==> src/rtl/axi_rd_arbiter.sv <==
// Two-requester AXI read arbiter (icache=m0, dcache=m1) sharing one AR/R port, one burst in flight.
// Define AXI_ARB_RR_EN for round-robin on simultaneous requests; default build is fixed priority (m0 wins).
module axi_rd_arbiter #(
    parameter int ID_WIDTH   = 13,
    parameter int ADDR_WIDTH = 64,
    parameter int DATA_WIDTH = 64
) (
    input  logic                  clk,
    input  logic                  reset,

    input  logic [ID_WIDTH-1:0]   m0_axi_arid,
    input  logic [ADDR_WIDTH-1:0] m0_axi_araddr,
    input  logic [7:0]            m0_axi_arlen,
    input  logic [2:0]            m0_axi_arsize,
    input  logic [1:0]            m0_axi_arburst,
    input  logic                  m0_axi_arlock,
    input  logic [3:0]            m0_axi_arcache,
    input  logic [2:0]            m0_axi_arprot,
    input  logic                  m0_axi_arvalid,
    output logic                  m0_axi_arready,
    output logic [ID_WIDTH-1:0]   m0_axi_rid,
    output logic [DATA_WIDTH-1:0] m0_axi_rdata,
    output logic [1:0]            m0_axi_rresp,
    output logic                  m0_axi_rlast,
    output logic                  m0_axi_rvalid,
    input  logic                  m0_axi_rready,

    input  logic [ID_WIDTH-1:0]   m1_axi_arid,
    input  logic [ADDR_WIDTH-1:0] m1_axi_araddr,
    input  logic [7:0]            m1_axi_arlen,
    input  logic [2:0]            m1_axi_arsize,
    input  logic [1:0]            m1_axi_arburst,
    input  logic                  m1_axi_arlock,
    input  logic [3:0]            m1_axi_arcache,
    input  logic [2:0]            m1_axi_arprot,
    input  logic                  m1_axi_arvalid,
    output logic                  m1_axi_arready,
    output logic [ID_WIDTH-1:0]   m1_axi_rid,
    output logic [DATA_WIDTH-1:0] m1_axi_rdata,
    output logic [1:0]            m1_axi_rresp,
    output logic                  m1_axi_rlast,
    output logic                  m1_axi_rvalid,
    input  logic                  m1_axi_rready,

    output logic [ID_WIDTH-1:0]   s_axi_arid,
    output logic [ADDR_WIDTH-1:0] s_axi_araddr,
    output logic [7:0]            s_axi_arlen,
    output logic [2:0]            s_axi_arsize,
    output logic [1:0]            s_axi_arburst,
    output logic                  s_axi_arlock,
    output logic [3:0]            s_axi_arcache,
    output logic [2:0]            s_axi_arprot,
    output logic                  s_axi_arvalid,
    input  logic                  s_axi_arready,
    input  logic [ID_WIDTH-1:0]   s_axi_rid,
    input  logic [DATA_WIDTH-1:0] s_axi_rdata,
    input  logic [1:0]            s_axi_rresp,
    input  logic                  s_axi_rlast,
    input  logic                  s_axi_rvalid,
    output logic                  s_axi_rready,

    output logic                  grant,
    output logic [1:0]            state_o
);

    // Handshakes: a transfer happens on a rising edge where valid && ready; valid never waits on ready.
    typedef enum logic [1:0] {
        IDLE = 2'd0,
        ADDR = 2'd1,
        DATA = 2'd2
    } state_e;

    state_e state_q, state_d;
    logic   grant_q, grant_d;
    logic   last_served_q, last_served_d;
    logic   pick;
    logic   sel_arvalid;
    logic   sel_rready;

    assign sel_arvalid = grant_q ? m1_axi_arvalid : m0_axi_arvalid;
    assign sel_rready  = grant_q ? m1_axi_rready  : m0_axi_rready;

`ifdef AXI_ARB_RR_EN
    // On a tie, the requester that was not served last goes next.
    assign pick = m0_axi_arvalid ? (m1_axi_arvalid ? ~last_served_q : 1'b0) : 1'b1;
`else
    assign pick = ~m0_axi_arvalid;
`endif

    always_ff @(posedge clk or posedge reset) begin
        if (reset) begin
            state_q       <= IDLE;
            grant_q       <= 1'b0;
            last_served_q <= 1'b1;
        end else begin
            state_q       <= state_d;
            grant_q       <= grant_d;
            last_served_q <= last_served_d;
        end
    end

    always_comb begin
        state_d       = state_q;
        grant_d       = grant_q;
        last_served_d = last_served_q;
        case (state_q)
            IDLE: begin
                if (m0_axi_arvalid || m1_axi_arvalid) begin
                    state_d = ADDR;
                    grant_d = pick;
                end
            end
            ADDR: begin
                if (sel_arvalid && s_axi_arready) state_d = DATA;
            end
            DATA: begin
                if (s_axi_rvalid && sel_rready && s_axi_rlast) begin
                    state_d       = IDLE;
                    last_served_d = grant_q;
                end
            end
            default: state_d = IDLE;
        endcase
    end

    always_comb begin
        s_axi_arid     = '0;
        s_axi_araddr   = '0;
        s_axi_arlen    = '0;
        s_axi_arsize   = '0;
        s_axi_arburst  = '0;
        s_axi_arlock   = 1'b0;
        s_axi_arcache  = '0;
        s_axi_arprot   = '0;
        s_axi_arvalid  = 1'b0;
        s_axi_rready   = 1'b0;
        m0_axi_arready = 1'b0;
        m1_axi_arready = 1'b0;
        m0_axi_rid     = '0;
        m0_axi_rdata   = '0;
        m0_axi_rresp   = '0;
        m0_axi_rlast   = 1'b0;
        m0_axi_rvalid  = 1'b0;
        m1_axi_rid     = '0;
        m1_axi_rdata   = '0;
        m1_axi_rresp   = '0;
        m1_axi_rlast   = 1'b0;
        m1_axi_rvalid  = 1'b0;
        case (state_q)
            ADDR: begin
                s_axi_arid     = grant_q ? m1_axi_arid    : m0_axi_arid;
                s_axi_araddr   = grant_q ? m1_axi_araddr  : m0_axi_araddr;
                s_axi_arlen    = grant_q ? m1_axi_arlen   : m0_axi_arlen;
                s_axi_arsize   = grant_q ? m1_axi_arsize  : m0_axi_arsize;
                s_axi_arburst  = grant_q ? m1_axi_arburst : m0_axi_arburst;
                s_axi_arlock   = grant_q ? m1_axi_arlock  : m0_axi_arlock;
                s_axi_arcache  = grant_q ? m1_axi_arcache : m0_axi_arcache;
                s_axi_arprot   = grant_q ? m1_axi_arprot  : m0_axi_arprot;
                s_axi_arvalid  = sel_arvalid;
                m0_axi_arready = ~grant_q & s_axi_arready;
                m1_axi_arready = grant_q & s_axi_arready;
            end
            DATA: begin
                s_axi_rready = sel_rready;
                if (grant_q) begin
                    m1_axi_rid    = s_axi_rid;
                    m1_axi_rdata  = s_axi_rdata;
                    m1_axi_rresp  = s_axi_rresp;
                    m1_axi_rlast  = s_axi_rlast;
                    m1_axi_rvalid = s_axi_rvalid;
                end else begin
                    m0_axi_rid    = s_axi_rid;
                    m0_axi_rdata  = s_axi_rdata;
                    m0_axi_rresp  = s_axi_rresp;
                    m0_axi_rlast  = s_axi_rlast;
                    m0_axi_rvalid = s_axi_rvalid;
                end
            end
            default: ;
        endcase
    end

    assign grant   = grant_q;
    assign state_o = state_q;

endmodule

==> config.mk <==
export PLATFORM = sky130hd
export DESIGN_NAME = axi_rd_arbiter
export DESIGN_NICKNAME = d
export VERILOG_FILES = /design/src/rtl/axi_rd_arbiter.sv
export SDC_FILE = /design/constraint.sdc
export NUM_CORES = 1
export LEC_CHECK = 0
export CAP_MARGIN = 20
export CORE_AREA = 8 8 210 212
export CTS_CLUSTER_DIAMETER = 120
export DETAILED_ROUTE_END_ITERATION = 7
export DIE_AREA = 0 0 218 220
export DONT_BUFFER_PORTS = 1
export GPL_ROUTABILITY_DRIVEN = 0
export PLACE_DENSITY = 0.3
export SYNTH_ARGS = -nofsm -noshare
export SYNTH_HDL_FRONTEND = slang
export SYNTH_SLANG_ARGS = --single-unit
==> constraint.sdc <==
create_clock -name clk -period 2.2 [get_ports clk]
set_input_delay 0.66 -clock clk [delete_from_list [all_inputs] [get_ports clk]]
set_output_delay 0.66 -clock clk [all_outputs]
set_load 0.01 [all_outputs]
==> impl_metrics.toml <==
[outcome]
status = "finished, violations left"
violations = "negative setup slack"

[final_layout]
fin_cells = 977
utilization_pct = 11.58
nNetsFinal = 727
area_growth_pct = 60.38
fill_cells = 4637
layout-drive-gt1-share_pct = 64.93
design_area_um2 = 4696

[clock_tree]
cts_buffer_depth = 2
cts_buffers = 3
cts_tree = "yes"
clk_pin_slew_ns = 0.03
hold_buffers = 0
htree_levels = 1
clock-root-buffer = "clkbuf_16"
clock-sinks = 3
clk_latency_ns = 0.22

[synthesis]
synthTopCellsByArea = "and2_1 35%, mux2i_1 34%, nor2_1 10%"
yosysSeqAreaShare_pct = 2.564
ys_async_sr_fraction_pct = 100.0
syn_area_um2 = 2928
syn_area_per_cell_um2 = 6.938
synth-edff-count = 0
synth_compound_area_share_pct = 0.8120
synth_top_area_share_pct = 34.83
muxShareOfSynthArea_pct = 34.36
yosysMostFrequentCell = "and2_1"
yosys_warnings = 0
synth_top_family_by_area = "simple AND/OR/NAND/NOR gates"
ys.flop_type = "dfrtp_1"
synthAdderAreaFrac_pct = 0
postSynthNetCount = 706
synth_top_cell_by_area = "and2_1"
synth.distinct_cells = 22
yosys.area_share.simple_pct = 52.05
yosys-top-cells-count = "163 x and2_1, 99 x mux2i_1, 81 x nor2_1"
synthCells = 422
synth_seq_cells = 3
synth_xor_area_share_pct = 0

[place]
place_ws_ns = 0.08320
io_buffers = 0
place_area_um2 = 3671
placed_cells = 951
dpl.hpwl_um = 22150

[worst_setup_path]
arrival_ns = 1.56
critPathKind = "flip-flop to primary output"
cp_max_fo = 11
reg2reg_from = "grant"
crit_path_end_kind = "primary output"
crit_path_start = "grant"
critPathLaunchType = "flip-flop"
cp_data_required_time_ns = 1.54

[power_and_ir_drop]
p_leak_nw = 1.945
powerDensity_nw_per_um2 = 1211
power_switching_mw = 3.107
sw_frac_of_total_pct = 54.66
p_int_mw = 2.577
p_seq_share_pct = 2.4
clkPwrFrac_pct = 5.1
max-vdd-ir-drop_uv = 385.2
fin_total_pwr_mw = 5.684
p_comb_share_pct = 92.5

[route]
drt-pass1-iter-count = 4
detail_route.vias_per_cell = 3.494
wl_per_cell_um = 28.07
drtIter0Drc = 125
wl_um = 27420
routed-via-count = 3414
ant_nets = 0
drc_errors = 0

[sta]
min_period_ns = 2.221
fin_hold_ws_ns = 0.1949
setup_viol = 8
max-slew-margin-rel_pct = 79.30
finalHoldViolCount = 0
worst_slew_pin_slew_ns = 0.3105
fin_crit_sh_pct = 101.0
tns_ns = -0.1145
report.final.slew_viol_count = 0
timing.fmax_mhz = 450.2
fin_ws_ns = -0.02142
skew_ns = 0.003224
rsz0062_at_grt = "yes"

[floorplanning]
pin_count = 551
rows = 74
dieArea_um2 = 47960
core_area_um2 = 40550
die_width_um = 218
initial_core_util_pct = 7.220
die_y_um = 220

[global_route]
grtUsageTotal_pct = 9.119
antenna_found_initial = 6
grt_max_degree = 82
grt_pass1_vias = 3705
grt_pass1_wl_um = 30750
grt_overflow_total = 0

[hold_path]
min_path_type = "input pin to async pin"

[run]
cap_viol_max_count = 0
==> final timing paths <==
| kind | endpoint | slack [ns] | cells after the start |
|---|---|---|---|
| max | m1_axi_rdata[1] | -0.02 | 7 |
| min | state_o[1] | 0.19 | 1 |
| max in group asynchronous | grant | 1.85 | 1 |
| max reg2reg | state_o[0] | 0.74 | 4 |
| min reg2reg | state_o[0] | 0.66 | 2 |
| min in group clk | grant | 0.53 | 1 |
==> layout by cell type, fill, tap and decap left out, types with 3 or more instances in the layout <==
| master | n |
|---|---|
| buf_4 | 28 |
| nor2_2 | 69 |
| and2_4 | 145 |
| mux2i_2 | 7 |
| buf_16 | 6 |
| nor2_1 | 32 |
| clkbuf_16 | 10 |
| buf_12 | 7 |
| mux2i_1 | 92 |
| diode_2 | 3 |
| buf_6 | 4 |
| buf_8 | 3 |
| and2_1 | 18 |
==> power by group through the flow <==
| stage | sequential (mW) | clock [mW] | combinational (mW) |
|---|---|---|---|
| 2_1_floorplan | 0.128 | 0 | 3.16 |
| 3_3_place_gp | 0.131 | 0 | 4.16 |
| 3_5_place_dp | 0.131 | 0 | 4.15 |
| 4_1_cts | 0.135 | 0.295 | 4.70 |
| 5_1_grt | 0.140 | 0.304 | 5.67 |
| 6_report | 0.134 | 0.291 | 5.26 |
==> timing repair <==
action | in CTS | in global routing
endpoints found under the setup margin | 132 | 186
pin swaps | 1 | 24
resized for setup | 89 | 134
buffers inserted | 6 | 2
cloned | 3 | 8
==> critical path, cell delays in order (launching register included) <==
cell and delay, ns:
dfrtp_4 0.50, buf_8 0.15, inv_4 0.05, nor2_4 0.05
buf_8 0.14, buf_12 0.15, and2_1 0.15, buf_4 0.14
==> final cells by class <==
type | count | area [um^2] | share of cell area, %
timing repair buffer | 55 | 780.7 | 16.63
tap | 532 | 665.6 | 14.18
sequential | 3 | 80.08 | 1.705
clock buffer | 4 | 78.83 | 1.679
inverter | 2 | 10.01 | 0.2132
antenna | 3 | 7.507 | 0.1599
multi-input combinational | 378 | 3073 | 65.44
==> logic make-up (layout without fill, tap and decap cells) <==
logic type,Yosys count,in the layout
AOI/OAI and AO/OA,4,4
buffers and inverters,41,61
DFF,3,3
muxes,100,100
other,0,3
and+or+nand+nor,274,274
==> metal layers <==
layer  wire length, um  GRT usage (%)
met1              8872          8.703
met2             15000          18.02
met3              2891          3.099
met4               642          2.866
met5                13              0
==> sequential cells by signal, indices dropped and copies added, names as in the netlist <==
signal	cells
grant	1
state_o	2
Note: power is estimated with default switching activity, not from simulation.
